[config.mk]
export PLATFORM = sky130hd
export DESIGN_NAME = exec_mul_seq
export DESIGN_NICKNAME = d
export VERILOG_FILES = /design/src/rtl/exec_mul_seq.sv
export SDC_FILE = /design/constraint.sdc
export NUM_CORES = 1
export LEC_CHECK = 0
export CAP_MARGIN = 40
export CORE_ASPECT_RATIO = 1.5
export CORE_MARGIN = 4
export CORE_UTILIZATION = 45
export DETAILED_ROUTE_END_ITERATION = 10
export HOLD_SLACK_MARGIN = 0.1
export PLACE_DENSITY = 0.81
export SYNTH_ARGS = -nofsm -noshare
export SYNTH_HDL_FRONTEND = slang
export SYNTH_SLANG_ARGS = --single-unit
[constraint.sdc]
create_clock -name clk -period 2 [get_ports clk]
set_clock_uncertainty 0.1 [all_clocks]
set_input_delay 0.4 -clock clk [delete_from_list [all_inputs] [get_ports clk]]
set_output_delay 0.4 -clock clk [all_outputs]
set_load 0.1 [all_outputs]
[src/rtl/exec_mul_seq.sv]
`default_nettype none
// ============================================================================
// Module   : exec_mul_seq
// Purpose  : Iterative shift-add multiply sequencer. Borrows the execute-stage
//            ALU (ADD operation) once per multiplier bit and returns the low
//            WIDTH bits of the product. Stalls the pipeline from request until
//            the response has been consumed.
// Options  : MUL_EARLY_EXIT_EN - finish as soon as no multiplier bits remain
//            (latency = 1 + index of the highest set bit of req_b). Undefined
//            by default, giving a fixed WIDTH-cycle latency.
// Revision : 1.0 - initial release
// ============================================================================
module exec_mul_seq #(
  parameter int          WIDTH    = 16,
  parameter int          CNT_W    = 5,
  parameter logic [2:0]  ADD_OPER = 3'b100
) (
  input  logic             clk,
  input  logic             rst,
  // request channel
  input  logic             req_valid,
  output logic             req_ready,
  input  logic [WIDTH-1:0] req_a,
  input  logic [WIDTH-1:0] req_b,
  // shared ALU interface
  output logic             alu_own,
  output logic [WIDTH-1:0] alu_a,
  output logic [WIDTH-1:0] alu_b,
  output logic [2:0]       alu_oper,
  output logic             alu_inva,
  output logic             alu_invb,
  output logic             alu_cin,
  input  logic [WIDTH-1:0] alu_out,
  // response channel
  output logic             resp_valid,
  input  logic             resp_ready,
  output logic [WIDTH-1:0] resp_data,
  // pipeline hold
  output logic             stall
);

  typedef enum logic [1:0] {
    ST_IDLE = 2'd0,
    ST_RUN  = 2'd1,
    ST_DONE = 2'd2
  } state_t;

  localparam logic [CNT_W-1:0] LAST_CNT = CNT_W'(WIDTH - 1);

  state_t           state_q,  state_d;
  logic [WIDTH-1:0] acc_q,    acc_d;
  logic [WIDTH-1:0] mcand_q,  mcand_d;
  logic [WIDTH-1:0] mplier_q, mplier_d;
  logic [CNT_W-1:0] cnt_q,    cnt_d;

  logic             in_idle;
  logic             in_run;
  logic             in_done;
  logic             accept;
  logic             last_iter;
  logic [WIDTH-1:0] mplier_next;

  assign in_idle = (state_q == ST_IDLE);
  assign in_run  = (state_q == ST_RUN);
  assign in_done = (state_q == ST_DONE);
  assign accept  = in_idle && req_valid;

  assign mplier_next = mplier_q >> 1;

  // Decide whether the current RUN cycle is the final accumulation step.
`ifdef MUL_EARLY_EXIT_EN
  // Stop once no set multiplier bits remain; a zero multiplier therefore
  // spends exactly one cycle in RUN and leaves acc at 0.
  assign last_iter = (cnt_q == LAST_CNT) || (mplier_next == '0);
`else
  assign last_iter = (cnt_q == LAST_CNT);
`endif

  // Next-state and datapath update for the shift-add sequence.
  always_comb begin
    state_d  = state_q;
    acc_d    = acc_q;
    mcand_d  = mcand_q;
    mplier_d = mplier_q;
    cnt_d    = cnt_q;

    case (state_q)
      ST_IDLE: begin
        if (accept) begin
          acc_d    = '0;
          mcand_d  = req_a;
          mplier_d = req_b;
          cnt_d    = '0;
          state_d  = ST_RUN;
        end
      end

      ST_RUN: begin
        // The ALU computes acc + mcand this cycle; keep it only for a set bit.
        acc_d    = mplier_q[0] ? alu_out : acc_q;
        mcand_d  = mcand_q << 1;
        mplier_d = mplier_next;
        cnt_d    = cnt_q + CNT_W'(1);
        if (last_iter) begin
          state_d = ST_DONE;
        end
      end

      ST_DONE: begin
        // acc is held untouched here so resp_data stays stable until taken.
        if (resp_ready) begin
          state_d = ST_IDLE;
        end
      end

      default: begin
        // Unreachable encoding: recover to a clean idle sequencer.
        state_d  = ST_IDLE;
        acc_d    = '0;
        mcand_d  = '0;
        mplier_d = '0;
        cnt_d    = '0;
      end
    endcase
  end

  // State and datapath registers; reset abandons any product in flight.
  always_ff @(posedge clk or posedge rst) begin
    if (rst) begin
      state_q  <= ST_IDLE;
      acc_q    <= '0;
      mcand_q  <= '0;
      mplier_q <= '0;
      cnt_q    <= '0;
    end else begin
      state_q  <= state_d;
      acc_q    <= acc_d;
      mcand_q  <= mcand_d;
      mplier_q <= mplier_d;
      cnt_q    <= cnt_d;
    end
  end

  // Handshake and ALU-ownership outputs, decoded from registered state only
  // so they fall asynchronously with reset.
  always_comb begin
    req_ready  = in_idle;
    resp_valid = in_done;
    resp_data  = in_done ? acc_q : '0;
    alu_own    = in_run;
    alu_a      = in_run ? acc_q   : '0;
    alu_b      = in_run ? mcand_q : '0;
    alu_oper   = in_run ? ADD_OPER : 3'b000;
    alu_inva   = 1'b0;
    alu_invb   = 1'b0;
    alu_cin    = 1'b0;
  end

  // Hold the pipeline from the request cycle until the product is consumed.
  always_comb begin
    stall = accept || in_run || (in_done && !resp_ready);
  end

endmodule
`default_nettype wire

# Word-level counts from Yosys, hierarchy flattened
# Cells that the tools add are included.
[totals]
regBits = 55
in_bits = 52
output_inout_bits = 58
elab_cells = 40
[classes]
n_addsub = 1
eq_ne = 7
mux = 17
n_bitwise = 1
n_reduce_logical = 9
[op_table]
columns = ["operator", "n"]
rows = [
  ["case mux 16 bit (3 select lines)", 3],
  ["two-way mux 16 bit", 7],
  ["case mux 5 bit (3 select lines)", 1],
  ["two-way mux 2 bit", 3],
  ["case mux 2 bit (3 select lines)", 1],
  ["AND reduction 3 bit", 2],
  ["adder 5 x 1 -> 5 bit (second input constant)", 1],
  ["== test 5 x 4 -> 1 bit (second input constant)", 1],
  ["two-way mux 5 bit", 1],
  ["inequality test 2 x 1 -> 1 bit (second input constant)", 2],
  ["inequality test 2 bit (second input constant)", 2],
  ["two-way mux 3 bit", 1],
  ["== test 2 x 1 -> 1 bit (second input constant)", 1],
  ["== test 2 bit (second input constant)", 1],
  ["logical AND 1 bit", 2],
  ["logical NOT 2 bit", 1],
  ["logical OR 1 bit", 2],
  ["AND reduction 2 bit", 1],
  ["logical NOT 1 bit", 1],
  ["inverter 1 bit", 1],
]

# Depth between registers and ports, before layout
[logic_depth]
ltp_word = 4
mapped_depth = 5
depth_no_buf = 5

# Worst setup path before layout
# Ideal clock, no wire load.
[synth_path]
path_kind = "register -> output"
from = "reg state_q[1]"
to = "out stall"
t_arrival_ns = 2.322
required_ns = 1.500
slack_ns = -0.822
path_stages_with_launch = 5
n_path_buf = 3
path_cell_list = "dfrtp_1 -> buf_6 -> buf_2 -> buf_1 -> o22ai_1"
[synth_via]
elab_chain_cells = 4
word_cells_on_any_way = 7
cone_classes = "eq/ne: 2; reduce/logical: 5"
[synth_lines]
columns = ["element", "line_no", "source"]
rows = [
  ["from (decl)", "50", "state_t state_q, state_d;"],
  ["from (signal assigned)", "136", "state_q <= state_d;"],
  ["logical NOT 2 bit", "63", "assign in_idle = (state_q == ST_IDLE);"],
  ["logical AND 1 bit", "66", "assign accept = in_idle && req_valid;"],
  ["logical OR 1 bit", "161", "stall = accept || in_run || (in_done && !resp_ready);"],
  ["logical OR 1 bit (*)", "161", ""],
  ["to (decl)", "39", "output logic stall"],
]
# Mark *: on every way between the ends. The rest lies on a longest branch, timed or not.

# Worst setup path after layout
[layout_path]
from = "reg state_q[1]"
to = "out alu_b[14]"
[layout_via]
elab_chain_cells = 2
[layout_lines]
columns = ["element", "line_no", "source"]
rows = [
  ["== test 2 x 1 -> 1 bit", "64", "assign in_run = (state_q == ST_RUN);"],
  ["two-way mux 16 bit", "152", "alu_b = in_run ? mcand_q : '0;"],
  ["to (decl)", "28", "output logic [WIDTH-1:0] alu_b,"],
]
# Every way passes these cells.

==> flow_metrics.tcl <==
set metrics [dict create \
    hp-class "in2async" \
    seqCellArea_um2 1380 \
    final_antenna_net_count 0 \
    ys_seq_area_share_pct 45.7 \
    relSlewSlack_pct 64.4 \
    grt_pass1_vias 2621 \
    setup_viol 0 \
    power_density_nw_per_um2 1760 \
    antennaDiodeCount 0 \
    root_buffer "clkbuf_8" \
    rows 36 \
    core_area_um2 6490 \
    portBuffers 104 \
    fin_crit_ns 1.99 \
    grt_max_degree 56 \
    fmax_mhz 502 \
    ys_warn_count 0 \
    drtIter0Drc 149 \
    synthArstFlopShare_pct 100 \
    die_area_um2 8090 \
    drt-total-wl_um 8780 \
    hold_viol 0 \
    cts_sinks 55 \
    setup_slack_ns 0.00614 \
    crit_type "reg2out" \
    clk_pin_slew_ns 0.10 \
    cts.path.max_buffers 2 \
    worstPathRequired_ns 1.50 \
    leakagePower_uw 0.00232 \
    maxCapViolations 0 \
    reg2reg_slack_ns 0.31 \
    finalMaxSlewViolations 0 \
    ctsHoldBuffers 0 \
    numCtsBuffers 5 \
    total_power_uw 8850 \
    drive_gt1_share_pct 36.3 \
    finalCritPeriodShare_pct 99.7 \
    worst_pin_slew_ns 0.534 \
    overflow 0 \
    htree_levels 2 \
    synth_area_um2 3010 \
    wl_per_cell_um 18.5 \
    io_pins 110 \
    clock_latency_ns 0.31 \
    multi_input_area_um2 1580 \
    critPathArrivalTime_ns 1.49 \
    synth_cell_types 34 \
    end_kind "output pin" \
    via_per_inst 5.73 \
    initial_core_util_pct 46.4 \
    grt_usage_pct 21.2 \
    hpwlAfterDp_um 5960 \
    fin_setup_tns_ns 0 \
    post-route-util_pct 77.5 \
    rsz0062_at_grt "true" \
    gp_congestion 0.802 \
    peakVddDrop_mv 0.920 \
    ys_ff_latch 55 \
    synth_edf_count 0 \
    grt_pass1_wl_um 13200 \
    nNetsFinal 454 \
    area_delta_synth_final_pct 67.0 \
    pre_cts_ws_ns 0.0822 \
    drt-pass1-iter-count 5 \
    antenna_found_initial 0 \
    drcViolationCount 0 \
    synth_cells 291 \
    outcome "finished clean" \
    stdcell_count 476 \
    dieHeight_um 108 \
    post-place-cells 457 \
    fill_cells 399 \
    worstSetupStartpointType "flop" \
    syn_area_per_cell_um2 10.3 \
    die_w_um 74.8 \
    synthFlopType "dfrtp_1" \
    cp_max_fo 11 \
    vias 2726 \
    cts_tree "yes" \
]
-- synthesized netlist by cell type (4+ instances only) --
library cell | count | share of area, %
a21o_1 | 16 | 4.0
a22oi_1 | 4 | 1.0
a31oi_1 | 26 | 5.4
and2_1 | 74 | 15
and4b_1 | 16 | 5.3
buf_2 | 11 | 1.8
buf_4 | 8 | 2.0
clkbuf_1 | 6 | 0.75
dfrtp_1 | 55 | 46
nand2_1 | 6 | 0.75
o2bb2ai_1 | 30 | 8.7
-- per-layer routing --
metal	GRT usage (%)	wire length (µm)	part of all wire (%)
met5	0	0	0
met4	8.02	272	3.1
met1	25.1	3350	38
met2	38.0	4800	55
met3	2.79	362	4.1
-- final timing paths --
path,from,to,cells after the start
max,state_q[1],alu_b[14],5
max in group asynchronous,rst,state_q[1],3
max reg2reg,state_q[1],cnt_q[1],6
min reg2reg,acc_q[1],acc_q[1],1
min in group clk,acc_q[1],acc_q[1],1
min,rst,acc_q[14],3
-- what timing repair did --
| item | 4_1_cts | 5_1_grt |
|---|---|---|
| cloned | 1 | 1 |
| buffers inserted | 2 | 8 |
| hold endpoints to repair | 0 | 0 |
| pin swaps | 0 | 5 |
| endpoints found under the setup margin | 48 | 44 |
| gates resized for setup | 8 | 29 |
-- flip-flops by register name (all words and copies together), names as in the netlist --
register / flops
cnt_q: 5
state_q: 2
mplier_q: 16
mcand_q: 16
acc_q: 16
-- final cells by class --
cell class | instances | area share [%]
well taps | 76 | 1.89
inverters | 5 | 0.672
flip-flops and latches | 55 | 27.4
clock buffers | 7 | 1.52
repair buffers | 130 | 37.1
multi-input cells | 203 | 31.4
-- critical path, stage by stage (launching register included) --
cell and delay (ns):
dfrtp_2 0.44, nand2b_4 0.17, inv_8 0.10, buf_12 0.13, and2_2 0.17, buf_12 0.18
-- where the power goes --
group | switching, µW | internal [µW]
registers | 320 | 1530
clock network | 340 | 242
logic | 3830 | 2590
total | 4490 | 4370
-- cells by family (layout without fill, tap and decap cells) --
group           Yosys count  in the layout  share of synthesized area (%)
compound gates           88             88                           22.3
other cells               1              5                          0.125
buf+inv                  37            142                           6.90
flops                    55             55                           45.7
fa+ha+maj                 2              2                          0.831
simple gates            107            107                           23.8
xor+xnor                  1              1                          0.291
-- stage by stage --
stage | instance area [µm²] | hold slack (ns)
CTS | 4890 | 0.369
global route | 5030 | 0.379
detailed placement | 4740 | 0.367
finish | 5030 | 0.363
global placement | 4740 | 0.362
floorplan | 3130 | 0.348
-- cells in the final DEF, fill, tap and decap left out, types with 2 or more instances in the layout --
master | Yosys | final
nor2b_1 | 2 | 2
a22o_1 | 3 | 3
nand2_1 | 6 | 5
conb_1 | 1 | 5
and2_2 | 0 | 14
o22ai_1 | 3 | 2
clkbuf_1 | 6 | 2
buf_12 | 0 | 56
a22oi_1 | 4 | 4
nand3_1 | 2 | 2
dfrtp_1 | 55 | 53
ha_1 | 2 | 2
clkbuf_8 | 0 | 5
clkdlybuf4s50_1 | 0 | 51
and2_1 | 74 | 26
dfrtp_2 | 0 | 2
and4b_1 | 16 | 16
o2bb2ai_1 | 30 | 30
inv_8 | 0 | 2
a31oi_1 | 26 | 26
buf_8 | 0 | 2
buf_4 | 8 | 17
a21o_1 | 16 | 16
o22ai_4 | 1 | 2
a21oi_1 | 2 | 2
and2_4 | 0 | 34
inv_2 | 3 | 2
buf_6 | 3 | 2
(Power assumes the default switching activity.)
==> patch (same flow settings) <==
Set the parameter `CNT_W` to 10 (it was 5).
--- a/src/rtl/exec_mul_seq.sv
+++ b/src/rtl/exec_mul_seq.sv
@@ -13,5 +13,5 @@
 module exec_mul_seq #(
   parameter int          WIDTH    = 16,
-  parameter int          CNT_W    = 5,
+  parameter int          CNT_W    = 10,
   parameter logic [2:0]  ADD_OPER = 3'b100
 ) (
Check against the original RTL: no difference found for any inputs over 10 cycles, from zero or initial values and one cycle with rst high; that may be too few to reach the edited logic, so the function may still have changed.
==> patch against the unedited design <==
The run now ends with negative setup slack left; clock power grew 140%; power grew 27%; global-route usage grew 1.7 points; wire length grew 14%; final area grew 14%; non-clock buffer count grew 9; setup slack lost 22 ps; area after synthesis grew 7.3%; cell count grew 14%; sequential cell count grew 5; synthesized cell count grew 17%; via count grew 10%; largest cell class unchanged.
==> patch: results (changes against the unedited design) <==
{| class="wikitable"
! Metric !! Value
|-
| Result of the run || complete, but fails checks
|-
| Violated checks || negative setup slack
|-
| Max FO, Critical Path || 7 (-4)
|-
| Setup slack after placement || 9.885 ps (-72.31 ps)
|-
| Setup slack on the worst flop-to-flop path || 60 ps (-250 ps)
|-
| Number of instances in the placed design || 511 (+12%)
|-
| Worst flop-to-flop path endpoint || mplier_q[8]$_DFFE_PP0P_
|-
| Standby leakage power || 2.560 nW (+10%)
|-
| Worst Slack Setup Final || -15.40 ps (-21.54 ps)
|-
| Portion of the post-synthesis area used by sequential elements || 46.49% (+0.77 points)
|-
| Number of search-and-repair iterations in the first detailed-routing pass || 4 (-1)
|-
| Count leader, synth || dfrtp_1
|-
| Number of levels in the clock H-tree || 3 (+1)
|-
| Via count of the first global-routing pass || 3079 (+17%)
|-
| Routed WL per cell || 18.35 microns (-0.53%)
|-
| Most area-consuming cells after synthesis || dfrtp_1 (46%), mux2i_1 (9.3%), and2_1 (6.2%)
|-
| Gp weighted congestion || 0.8901 (+11%)
|-
| Global-route total usage across every layer || 22.90% (+1.7 points)
|-
| Count of final setup violators || 11 (+11)
|-
| Max IR drop VDD || 1324 uV (+44%)
|-
| Maximum cell stage delay along the critical path || 420 ps (-20 ps)
|-
| Clock latency reported for the late side of the worst-skew pair || 340 ps (+30 ps)
|-
| Wire length of the first global-routing pass || 15.59 mm (+18%)
|-
| Hold_ws || 338.3 ps (-24.58 ps)
|-
| Count of routing violations after the opening detailed-route iteration || 144 (-3.4%)
|-
| Layout cells sized above 1 || 35.33% (-0.92 points)
|-
| CTS buffer count || 9 (+4)
|-
| DR vias || 2998 (+10%)
|-
| CTS sink cnt || 60 (+9.1%)
|-
| Cell count after synthesis || 341 (+17%)
|-
| Cell types with the highest counts after synthesis || dfrtp_1 (60), nor2_1 (35), nand2_1 (33), and2_1 (32), mux2i_1 (30)
|-
| Worst Reg-to-Reg Cells || 10 (+4)
|-
| Total wire length after detailed routing || 10.00 mm (+14%)
|-
| Arrival @ worst endpoint || 1520 ps (+30 ps)
|}
==> patch: how the worst max path moves through the flow <==
stage | start | end | slack, ps | cells past startpoint
2_1_floorplan | state_q[1]$_DFFE_PP0P_ | alu_a[0] | -170 | 5
3_3_place_gp | req_valid | mplier_q[9]$_DFFE_PP0P_ | 100 | 5
3_5_place_dp | req_valid | mplier_q[8]$_DFFE_PP0P_ | 10 | 5
4_1_cts | state_q[1]$_DFFE_PP0P_ | alu_b[1] | -80 | 6
5_1_grt | state_q[1]$_DFFE_PP0P_ | alu_b[1] | -80 | 5
6_report | state_q[1]$_DFFE_PP0P_ | alu_b[1] | -20 | 5
==> patch: cell families after synthesis <==
group                    Yosys count  synth area share [%]
other                              1                0.1161
adder cells (fa/ha/maj)            1                0.3874
AND/OR/NAND/NOR                  125                 18.91
multiplexers                      30                 9.299
AO/OA/AOI/OAI                     70                 15.89
XOR/XNOR                           1                0.2713
flip-flops                        60                 46.49
buffers and inverters             53                 8.640
==> patch: layer usage <==
metal | vias up | wire length [microns] | global-route usage [%]
li1 | 1401 | - | -
met1 | 1454 | 3683 | 25.35
met2 | 126 | 5615 | 42.70
met3 | 17 | 527 | 3.964
met4 | 0 | 177 | 9.026
met5 | - | 0 | 0
==> patch: repair_timing <==
action	in CTS	in global routing
cloned	3	1
pin swaps	5	0
setup buffers	9	8
setup endpoints to repair	48	41
resized for setup	14	19
hold endpoints to repair	0	0
==> patch: area by class of cell <==
| cell class | count | area [sq um] |
|---|---|---|
| timing repair buffer | 139 | 2023 |
| multi-input combinational | 232 | 1775 |
| sequential | 60 | 1503 |
| fill | 354 | 1209 |
| clock buffer | 12 | 155.1 |
| tap | 78 | 97.59 |
| clock inverter | 4 | 95.09 |
| inverter | 20 | 86.33 |
==> patch: worst register-to-register path, cell delays in order (launching register included) <==
cell	delay, ps
dfrtp_1	410
nand2b_4	200
inv_8	60
buf_12	120
buf_12	110
buf_4	130
buf_4	120
buf_4	130
bufbuf_16	280
nand2_1	60
o21ai_0	90
==> patch: stage by stage <==
stage          setup TNS, ps  total power, mW  cell area (sq um)
2_1_floorplan          -2039            7.094               3542
3_3_place_gp               0            9.137               5165
3_5_place_dp               0            9.326               5165
4_1_cts                -1162            11.06               5623
5_1_grt                -1735            11.66               5736
6_report              -113.5            11.25               5736
==> patch: power breakdown <==
group	total, mW	switching (mW)	leakage [nW]	internal, mW
Combinational	7.84	4.81	1.66	3.04
Sequential	2.02	0.334	0.777	1.69
Clock	1.38	0.490	0.127	0.895
Total	11.3	5.63	2.56	5.62
